### src/rtl/riscv_wb_unit.sv
// Integer regfile writeback producer: ALU path with priority over a buffered
// long-latency path, plus a busy scoreboard that stalls issue on RAW/WAW hazards.
module riscv_wb_unit #(
  parameter int unsigned XLEN     = 32,
  parameter int unsigned AW       = 5,
  parameter int unsigned LQ_DEPTH = 2
) (
  input  logic            clk,
  input  logic            rst,
  input  logic            iss_valid_i,
  input  logic            iss_long_i,
  input  logic [AW-1:0]   iss_rd_idx_i,
  input  logic [AW-1:0]   iss_rs1_idx_i,
  input  logic [AW-1:0]   iss_rs2_idx_i,
  output logic            iss_stall_o,
  input  logic            alu_valid_i,
  input  logic [AW-1:0]   alu_rd_idx_i,
  input  logic [XLEN-1:0] alu_rd_val_i,
  input  logic            lng_valid_i,
  output logic            lng_ready_o,
  input  logic [AW-1:0]   lng_rd_idx_i,
  input  logic [XLEN-1:0] lng_rd_val_i,
  output logic            rd_we_o,
  output logic [AW-1:0]   rd_idx_o,
  output logic [XLEN-1:0] rd_val_o,
  output logic [31:0]     busy_o
);

  localparam int unsigned PW = (LQ_DEPTH > 1) ? $clog2(LQ_DEPTH) : 1;
  localparam int unsigned CW = PW + 1;

  logic [AW-1:0]   lq_idx_q [LQ_DEPTH];
  logic [AW-1:0]   lq_idx_d [LQ_DEPTH];
  logic [XLEN-1:0] lq_val_q [LQ_DEPTH];
  logic [XLEN-1:0] lq_val_d [LQ_DEPTH];
  logic [PW-1:0]   wr_ptr_q, wr_ptr_d;
  logic [PW-1:0]   rd_ptr_q, rd_ptr_d;
  logic [CW-1:0]   cnt_q, cnt_d;
  logic [31:0]     busy_q, busy_d;
  logic            rd_we_q, rd_we_d;
  logic [AW-1:0]   rd_idx_q, rd_idx_d;
  logic [XLEN-1:0] rd_val_q, rd_val_d;
  logic            from_lng_q, from_lng_d;

  logic        full, empty, push, pop;
  logic [31:0] busy_eff;

  assign full     = (cnt_q == CW'(LQ_DEPTH));
  assign empty    = (cnt_q == '0);
  assign push     = lng_valid_i && !full;
  assign pop      = !alu_valid_i && !empty;
  assign busy_eff = {busy_q[31:1], 1'b0};

  assign iss_stall_o = iss_valid_i && (busy_eff[iss_rs1_idx_i] ||
                                       busy_eff[iss_rs2_idx_i] ||
                                       busy_eff[iss_rd_idx_i]);
  assign lng_ready_o = !full;
  assign rd_we_o     = rd_we_q;
  assign rd_idx_o    = rd_idx_q;
  assign rd_val_o    = rd_val_q;
  assign busy_o      = busy_eff;

  always_comb begin
    lq_idx_d   = lq_idx_q;
    lq_val_d   = lq_val_q;
    wr_ptr_d   = wr_ptr_q;
    rd_ptr_d   = rd_ptr_q;
    cnt_d      = cnt_q;
    busy_d     = busy_q;
    rd_we_d    = 1'b0;
    rd_idx_d   = rd_idx_q;
    rd_val_d   = rd_val_q;
    from_lng_d = 1'b0;

    if (push) begin
      lq_idx_d[wr_ptr_q] = lng_rd_idx_i;
      lq_val_d[wr_ptr_q] = lng_rd_val_i;
      wr_ptr_d           = wr_ptr_q + PW'(1);
    end
    if (pop) begin
      rd_ptr_d = rd_ptr_q + PW'(1);
    end
    case ({push, pop})
      2'b10:   cnt_d = cnt_q + CW'(1);
      2'b01:   cnt_d = cnt_q - CW'(1);
      default: cnt_d = cnt_q;
    endcase

    if (alu_valid_i) begin
      rd_we_d  = (alu_rd_idx_i != '0);
      rd_idx_d = alu_rd_idx_i;
      rd_val_d = alu_rd_val_i;
    end else if (!empty) begin
      rd_we_d    = (lq_idx_q[rd_ptr_q] != '0);
      rd_idx_d   = lq_idx_q[rd_ptr_q];
      rd_val_d   = lq_val_q[rd_ptr_q];
      from_lng_d = 1'b1;
    end

    // Clear lands on the regfile write edge; a same-cycle set on the same index wins.
    if (rd_we_q && from_lng_q) begin
      busy_d[rd_idx_q] = 1'b0;
    end
    if (iss_valid_i && iss_long_i && !iss_stall_o && (iss_rd_idx_i != '0)) begin
      busy_d[iss_rd_idx_i] = 1'b1;
    end
    busy_d[0] = 1'b0;
  end

  always_ff @(posedge clk or posedge rst) begin
    if (rst) begin
      for (int unsigned i = 0; i < LQ_DEPTH; i++) begin
        lq_idx_q[i] <= '0;
        lq_val_q[i] <= '0;
      end
      wr_ptr_q   <= '0;
      rd_ptr_q   <= '0;
      cnt_q      <= '0;
      busy_q     <= '0;
      rd_we_q    <= 1'b0;
      rd_idx_q   <= '0;
      rd_val_q   <= '0;
      from_lng_q <= 1'b0;
    end else begin
      lq_idx_q   <= lq_idx_d;
      lq_val_q   <= lq_val_d;
      wr_ptr_q   <= wr_ptr_d;
      rd_ptr_q   <= rd_ptr_d;
      cnt_q      <= cnt_d;
      busy_q     <= busy_d;
      rd_we_q    <= rd_we_d;
      rd_idx_q   <= rd_idx_d;
      rd_val_q   <= rd_val_d;
      from_lng_q <= from_lng_d;
    end
  end

endmodule

### config.mk
export PLATFORM = sky130hd
export DESIGN_NAME = riscv_wb_unit
export DESIGN_NICKNAME = d
export VERILOG_FILES = /design/src/rtl/riscv_wb_unit.sv
export SDC_FILE = /design/constraint.sdc
export NUM_CORES = 1
export LEC_CHECK = 0
export ABC_AREA = 1
export BUFFER_PORTS_ARGS = -buffer_cell sky130_fd_sc_hd__buf_2
export CAP_MARGIN = 15
export CORE_MARGIN = 2
export CORE_UTILIZATION = 33
export DETAILED_ROUTE_END_ITERATION = 6
export PLACE_DENSITY_LB_ADDON = 0.15
export SLEW_MARGIN = 40
export SYNTH_ARGS = -nofsm -noshare
export SYNTH_HDL_FRONTEND = slang
export SYNTH_SLANG_ARGS = --single-unit
### constraint.sdc
create_clock -name clk -period 8.4 [get_ports clk]
set_input_delay 1.68 -clock clk [delete_from_list [all_inputs] [get_ports clk]]
set_output_delay 1.68 -clock clk [all_outputs]
set_load 0.01 [all_outputs]
==> metrics, run 1 <==
run status=completed; Port Buf Inserts=165; DRT iter0 DRCs=413; element type at the critical path start=input pin; number of cell rows=55; origin of the worst setup path=iss_rd_idx_i[0]; drt via density=4.96; setup repair after global routing missed its margin=false; global-route wire length before repair=38000 um; final WL=23700 um; critical path data required time=6.72 ns; total number of H-tree levels=4; dominant cell type by area after synthesis=sky130_fd_sc_hd__dfrtp_1; RD Place Congestion=0.872; Die Outline Area=24300 um2; I/O Pins=167; CTS Buf Count=17; Setup WS post-layout=3.17 ns; startpoint of the tightest hold check path=rd_val_o[29]; drc violations=0; count of synthesis-stage warnings from yosys=0; minimum clock period=5.23 ns; largest buffer count on any clock path=2; total clock sinks=148; relative slew slack=0.489; clock edge transition at the registers on the reported setup and hold paths=0.06 ns; cells resized by post-CTS repair=0; timing-limited maximum frequency=191 MHz; setup violation total in the final timing report=0; TritonCTS clock tree=yes; fraction of final layout cells with drive strength greater than 1=0.194; wire length on met1=10800 um; slew at the pin closest to its max-slew limit=0.762 ns; worst IR drop on VDD=0.126 mV; number of distinct library cell variants in the gate-level netlist after synthesis=38; number of setup buffers added after CTS=0; number of global-route vias before repair=6848; worst setup timing slack at the placement stage=3.19 ns; met2 routed wirelength=10800 um; CTS Hold Bufs=0; number of slew-limit violations in the final report=0; power density over the cells=350 nW/um2; hold_ws=0.482 ns; max-cap viol count=0; RR Startpoint=cnt_q[0]; maximum clock skew at final layout=0.0106 ns; Core Footprint=22600 um2; uppermost metal layer occupied by signal nets=met5; nets@finish=1235; number of antenna violations at the first check in global routing=6; Post-Synthesis Net Count=1100; worst hold path type=flop to flop; total via count after detailed routing=7125; Mean Syn Cell Area=7.58 um2; capturing element type of the critical path=output pin; HPWL after DPL=16300 um; dominant cells by area after synthesis=sky130_fd_sc_hd__dfrtp_1 49%, sky130_fd_sc_hd__nand2_1 14%, sky130_fd_sc_hd__o21ai_0 6.8%; Global Route Usage Sum=0.201; Mapped Area=7610 um2; crit path DAT=3.55 ns; instance count of the mapped netlist=1004; proportion of netlist area held by the largest area contributor=0.487; overall die height=156 um; sequential-to-total area share from yosys stat=0.487; layout-stage area growth over the synthesis result=20.1%; number of nets with antenna violations after routing=0; Lkg Pwr=4.51 nW; average routed wire per standard cell=16.5 um; fill count=2418; Max FO, Critical Path=32; aggregate negative setup slack=0 ns; met3 WL=1540 um; clock latency of the later-clocked register in the worst-skew pair=0.42 ns; most frequent cells in the layout=292 x sky130_fd_sc_hd__nand2_1, 165 x sky130_fd_sc_hd__buf_2, 148 x sky130_fd_sc_hd__dfrtp_1; commonest non-fill, non-tap cell in the layout=sky130_fd_sc_hd__nand2_1; Setup Crit Path Kind=input pin to output pin; Final period util=0.623; residual overflow from global routing=0; pin count of the biggest net entering global routing=76; starting utilization of the core area=0.336; final hold violations=0; number of iterations in the first detailed-routing pass=5; die outline width=156 um; post-synthesis register bit count=148; cell at the root of the clock tree=sky130_fd_sc_hd__clkbuf_16
## path summary, 6_finish.rpt
kind / end / slack [ns] / depth (start not counted)
max reg2reg: rd_val_o[31] / 6.00 / 4
min: rd_val_o[29] / 0.48 / 2
max in group asynchronous: rd_val_o[14] / 5.88 / 3
min in group asynchronous: busy_q[12] / 1.38 / 2
max: iss_stall_o / 3.17 / 13
min reg2reg: rd_val_o[29] / 0.48 / 2
## flip-flops by register name (all words and copies together) (netlist names)
signal,flops
lq_val_q,64
rd_val_o,32
busy_q,31
lq_idx_q,10
rd_idx_o,5
cnt_q,2
from_lng_q,1
rd_ptr_q,1
rd_we_o,1
wr_ptr_q,1
## routing by layer
layer | GRT usage | vias to the layer above
met5 | 0 | -
met4 | 0.0638 | 8
met3 | 0.0619 | 41
met2 | 0.305 | 210
met1 | 0.274 | 3323
li1 | - | 3543
## power by group
group	total (mW)	switching (mW)	internal (mW)
logic	1.16	0.759	0.400
clock network	0.770	0.320	0.450
registers	1.27	0.235	1.04
## through the flow
stage | cell area [um2] | instances | utilization | total power, mW
2_1_floorplan | 7610 | 1004 | - | 1.99
3_3_place_gp | 8550 | 1405 | 0.378 | 2.45
3_5_place_dp | 8550 | 1405 | 0.378 | 2.46
4_1_cts | 9140 | 1436 | 0.404 | 3.24
5_1_grt | 9140 | 1436 | 0.404 | 3.47
6_report | 9140 | 1437 | 0.404 | 3.20
## worst max-delay path, stage by stage
cell and delay (ns):
sky130_fd_sc_hd__buf_2 0.15, sky130_fd_sc_hd__inv_2 0.05, sky130_fd_sc_hd__nand2_2 0.21, sky130_fd_sc_hd__inv_2 0.11
sky130_fd_sc_hd__a21oi_1 0.15, sky130_fd_sc_hd__nand2_1 0.07, sky130_fd_sc_hd__nand2_1 0.05, sky130_fd_sc_hd__nand2_1 0.05
sky130_fd_sc_hd__inv_1 0.04, sky130_fd_sc_hd__nand2_1 0.07, sky130_fd_sc_hd__nor2_4 0.54, sky130_fd_sc_hd__a21boi_0 0.19
sky130_fd_sc_hd__buf_2 0.17
## synth_stat cells (all sizes together)
| cell | instances |
|---|---|
| a21oi | 40 |
| ha | 1 |
| o22ai | 3 |
| clkinv | 2 |
| xnor2 | 2 |
| xor2 | 1 |
| a21boi | 1 |
| clkbuf | 33 |
| nor3 | 7 |
| buf | 24 |
| mux2i | 1 |
| o221ai | 2 |
| o311ai | 18 |
| nor4 | 2 |
| inv | 103 |
| o211ai | 4 |
| o21ai | 124 |
| conb | 1 |
| dfrtp | 148 |
| nor2 | 88 |
| a221o | 1 |
| or2 | 1 |
| nand3 | 70 |
| nand2 | 295 |
| nand4 | 32 |
## layout make-up
type / instances / area [um2] / area share
Antenna cell: 1 / 2.50 / 0.000274
Clock buffer: 19 / 443 / 0.0485
Clock inverter: 12 / 143 / 0.0156
Inverter: 105 / 400 / 0.0438
Multi-Input combinational cell: 694 / 3200 / 0.350
Sequential cell: 148 / 3700 / 0.405
Tap cell: 285 / 357 / 0.0390
Timing Repair Buffer: 173 / 890 / 0.0973
## cells by family (layout without fill, tap and decap cells)
| kind of cell | after synthesis | after routing | synth area share |
|---|---|---|---|
| other | 1 | 2 | 0.000493 |
| multiplexers | 1 | 1 | 0.00132 |
| XOR/XNOR | 3 | 3 | 0.00345 |
| buffers and inverters | 162 | 309 | 0.0932 |
| adder cells (fa/ha/maj) | 1 | 1 | 0.00164 |
| AO/OA/AOI/OAI | 193 | 193 | 0.141 |
| flip-flops | 148 | 148 | 0.487 |
| AND/OR/NAND/NOR | 495 | 495 | 0.272 |
Power figures use the tool's default switching activity.
==> run 2: changes to the inputs <==
- ABC_AREA: 1 -> 0
- clock period: 8.4 -> 4.9 ns (I/O delays scaled with it)
==> run 2 against run 1 <==
- critical path type unchanged
- design area is 0.12% lower
- critical path depth shrank 6
- largest power group unchanged
- clock skew barely moved
- setup slack got worse by 2.1 ns
- power rose by 85%
- non-clock buffer count stayed put
- final cell count shrank 24%
- sequential power up 85%
==> metrics, run 2 <==
startpoint of the tightest hold check path=lq_idx_q[5]; die outline width=154 um; Core Footprint=22000 um2; capturing element type of the critical path=output pin; HPWL after DPL=15000 um; power density over the cells=650 nW/um2; residual overflow from global routing=0; Max FO, Critical Path=19; clock edge transition at the registers on the reported setup and hold paths=0.06 ns; slew at the pin closest to its max-slew limit=0.654 ns; TritonCTS clock tree=yes; Synth Area in XOR/XNOR=0.00591; number of antenna violations at the first check in global routing=2; Setup WS post-layout=1.11 ns; Die Outline Area=23700 um2; area share of and/or/nand/nor cells after synthesis=0.0946; count of synthesis-stage warnings from yosys=0; worst setup timing slack at the placement stage=1.12 ns; proportion of netlist area held by the largest area contributor=0.500; RR Startpoint=busy_q[19]; number of distinct library cell variants in the gate-level netlist after synthesis=50; Mapped Area=7410 um2; adder-cell area share of the yosys netlist=0.00169; Worst Hold Depth=1; mux contribution to synthesized area=0.230; most instantiated flip-flop cell in the synthesis netlist=sky130_fd_sc_hd__dfrtp_1; most frequent cell after synthesis=sky130_fd_sc_hd__dfrtp_1; final hold violations=0; nets@finish=894; minimum clock period=3.79 ns; drt via density=5.34; Worst path max stage delay=0.38 ns; fraction of registers with async set or reset after synthesis=1.00; worst hold path type=flop to flop; number of enable flip-flop cells after synthesis=0; I/O Pins=167; Mean Syn Cell Area=11.3 um2; number of nets with antenna violations after routing=0; number of setup buffers added after CTS=0; logic depth of the worst register-to-register path=6; register-to-register setup slack=2.40 ns; worst IR drop on VDD=0.279 mV; run status=completed; Largest register FFs=64; relative slew slack=0.564; average routed wire per standard cell=19.4 um; Reg with most FFs=lq_val_q; element type at the critical path start=input pin; final WL=21200 um; Global Route Usage Sum=0.184; maximum clock skew at final layout=0.0101 ns; capture point of the worst reg-to-reg path=busy_q[31]; overall die height=154 um; Post-Synthesis Net Count=749; timing-limited maximum frequency=264 MHz; RD Place Congestion=0.884; crit path DAT=2.81 ns; number of global-route vias before repair=5985; post-synthesis register bit count=148; setup repair after global routing missed its margin=false; combinational family with the most area after synthesis=multiplexers; critical path data required time=3.92 ns; most numerous cell on the critical path=sky130_fd_sc_hd__buf_2; ant diodes=0; total clock sinks=148; aggregate negative setup slack=0 ns; fraction of final layout cells with drive strength greater than 1=0.388; slowest CP cell=sky130_fd_sc_hd__buf_2; instance count of the mapped netlist=653; Port Buf Inserts=165; total via count after detailed routing=5824; max-cap viol count=0; clock latency of the later-clocked register in the worst-skew pair=0.42 ns; pin count of the biggest net entering global routing=149; Final period util=0.773; dominant cells by area after synthesis=sky130_fd_sc_hd__dfrtp_1 50%, sky130_fd_sc_hd__mux2_2 12%, sky130_fd_sc_hd__mux2i_1 7.8%; setup violation total in the final timing report=0; CTS Hold Bufs=0; hold path endpoint=lq_idx_q[5]; number of iterations in the first detailed-routing pass=5; area fraction in compound gates after synthesis=0.140; Setup Crit Path Kind=input pin to output pin; most common library cells after synthesis=148 x sky130_fd_sc_hd__dfrtp_1, 77 x sky130_fd_sc_hd__mux2_2, 72 x sky130_fd_sc_hd__o21ai_0; number of cell rows=54; ordered cell list for the critical path=buf_2, mux4_2, a311o_1, and4bb_1, nand3_1, o21a_1, buf_2; global-route wire length before repair=33800 um; largest buffer count on any clock path=2; drc violations=0; CTS Buf Count=17; commonest non-fill, non-tap cell in the layout=sky130_fd_sc_hd__buf_2; layout-stage area growth over the synthesis result=23.2%; Lkg Pwr=3.98 nW; DRT iter0 DRCs=319; sequential-to-total area share from yosys stat=0.500; dominant cell type by area after synthesis=sky130_fd_sc_hd__dfrtp_1; total number of H-tree levels=4; starting utilization of the core area=0.337; cells resized by post-CTS repair=0; number of slew-limit violations in the final report=0; cell at the root of the clock tree=sky130_fd_sc_hd__clkbuf_16; most frequent cells in the layout=165 x sky130_fd_sc_hd__buf_2, 147 x sky130_fd_sc_hd__dfrtp_1, 77 x sky130_fd_sc_hd__mux2_2
-- run 2: changes by cell type after synthesis, sizes merged, moves of 16 or more --
cell	before	now
o31ai	0	16
mux2i	1	58
o311ai	18	0
nand2	295	53
nor2	88	45
nand3	70	7
o21ai	124	72
nand4	32	3
mux2	0	80
inv	103	2
-- run 2: how the worst max path moves through the flow --
stage / start / to / slack [ns] / depth (start not counted)
final: iss_rd_idx_i[1] / iss_stall_o / 1.11 / 7
after CTS: iss_rs2_idx_i[1] / iss_stall_o / 1.11 / 7
after detailed placement: iss_rs2_idx_i[1] / iss_stall_o / 1.12 / 7
after global routing: iss_rd_idx_i[1] / iss_stall_o / 0.98 / 7
after floorplan: iss_rd_idx_i[4] / iss_stall_o / 1.22 / 8
after global placement: iss_rd_idx_i[1] / iss_stall_o / 1.16 / 7
-- run 2: power breakdown --
part	total (mW)	internal (mW)	switching, mW
clock network	1.36	0.822	0.534
registers	2.35	1.80	0.543
logic	2.23	1.10	1.13
-- run 2: per-stage QoR --
step	total power [mW]	util	cell area, um2	hold WS (ns)	cells
2_1_floorplan	3.75	-	7410	0.469	653
3_3_place_gp	4.57	0.386	8480	0.484	1058
3_5_place_dp	4.63	0.386	8490	0.487	1058
4_1_cts	6.01	0.414	9100	0.503	1090
5_1_grt	6.36	0.416	9130	0.518	1091
6_report	5.93	0.416	9130	0.504	1091
-- run 2: critical path, delay by kind of cell --
family          cells  cell delay (ns)
mux                 1             0.38
buf+inv             2             0.51
simple gates        2             0.37
compound gates      2             0.55
-- run 2: area by class of cell --
class / count / area, um2
fill: 2105 / 12800
multi-input combinational: 456 / 3530
sequential: 148 / 3700
clock inverter: 13 / 171
clock buffer: 19 / 443
inverter: 2 / 11.3
tap: 280 / 350
timing repair buffer: 173 / 918
-- run 2: metal layers --
layer  global-route usage  vias to the layer above  wire length (um)
met3               0.0499                       29              1380
met1                0.236                     2905              9150
li1                     -                     2688                 -
met2                0.302                      200             10200
met4               0.0601                        2               441
met5                    0                        -                13
-- run 2: kinds of logic after synthesis --
family | count (synthesis)
and+or+nand+nor | 147
muxes | 148
buffers and inverters | 49
DFF | 148
adders and majority gates | 1
other | 1
xor gates and xnor gates | 5
AOI/OAI and AO/OA | 154
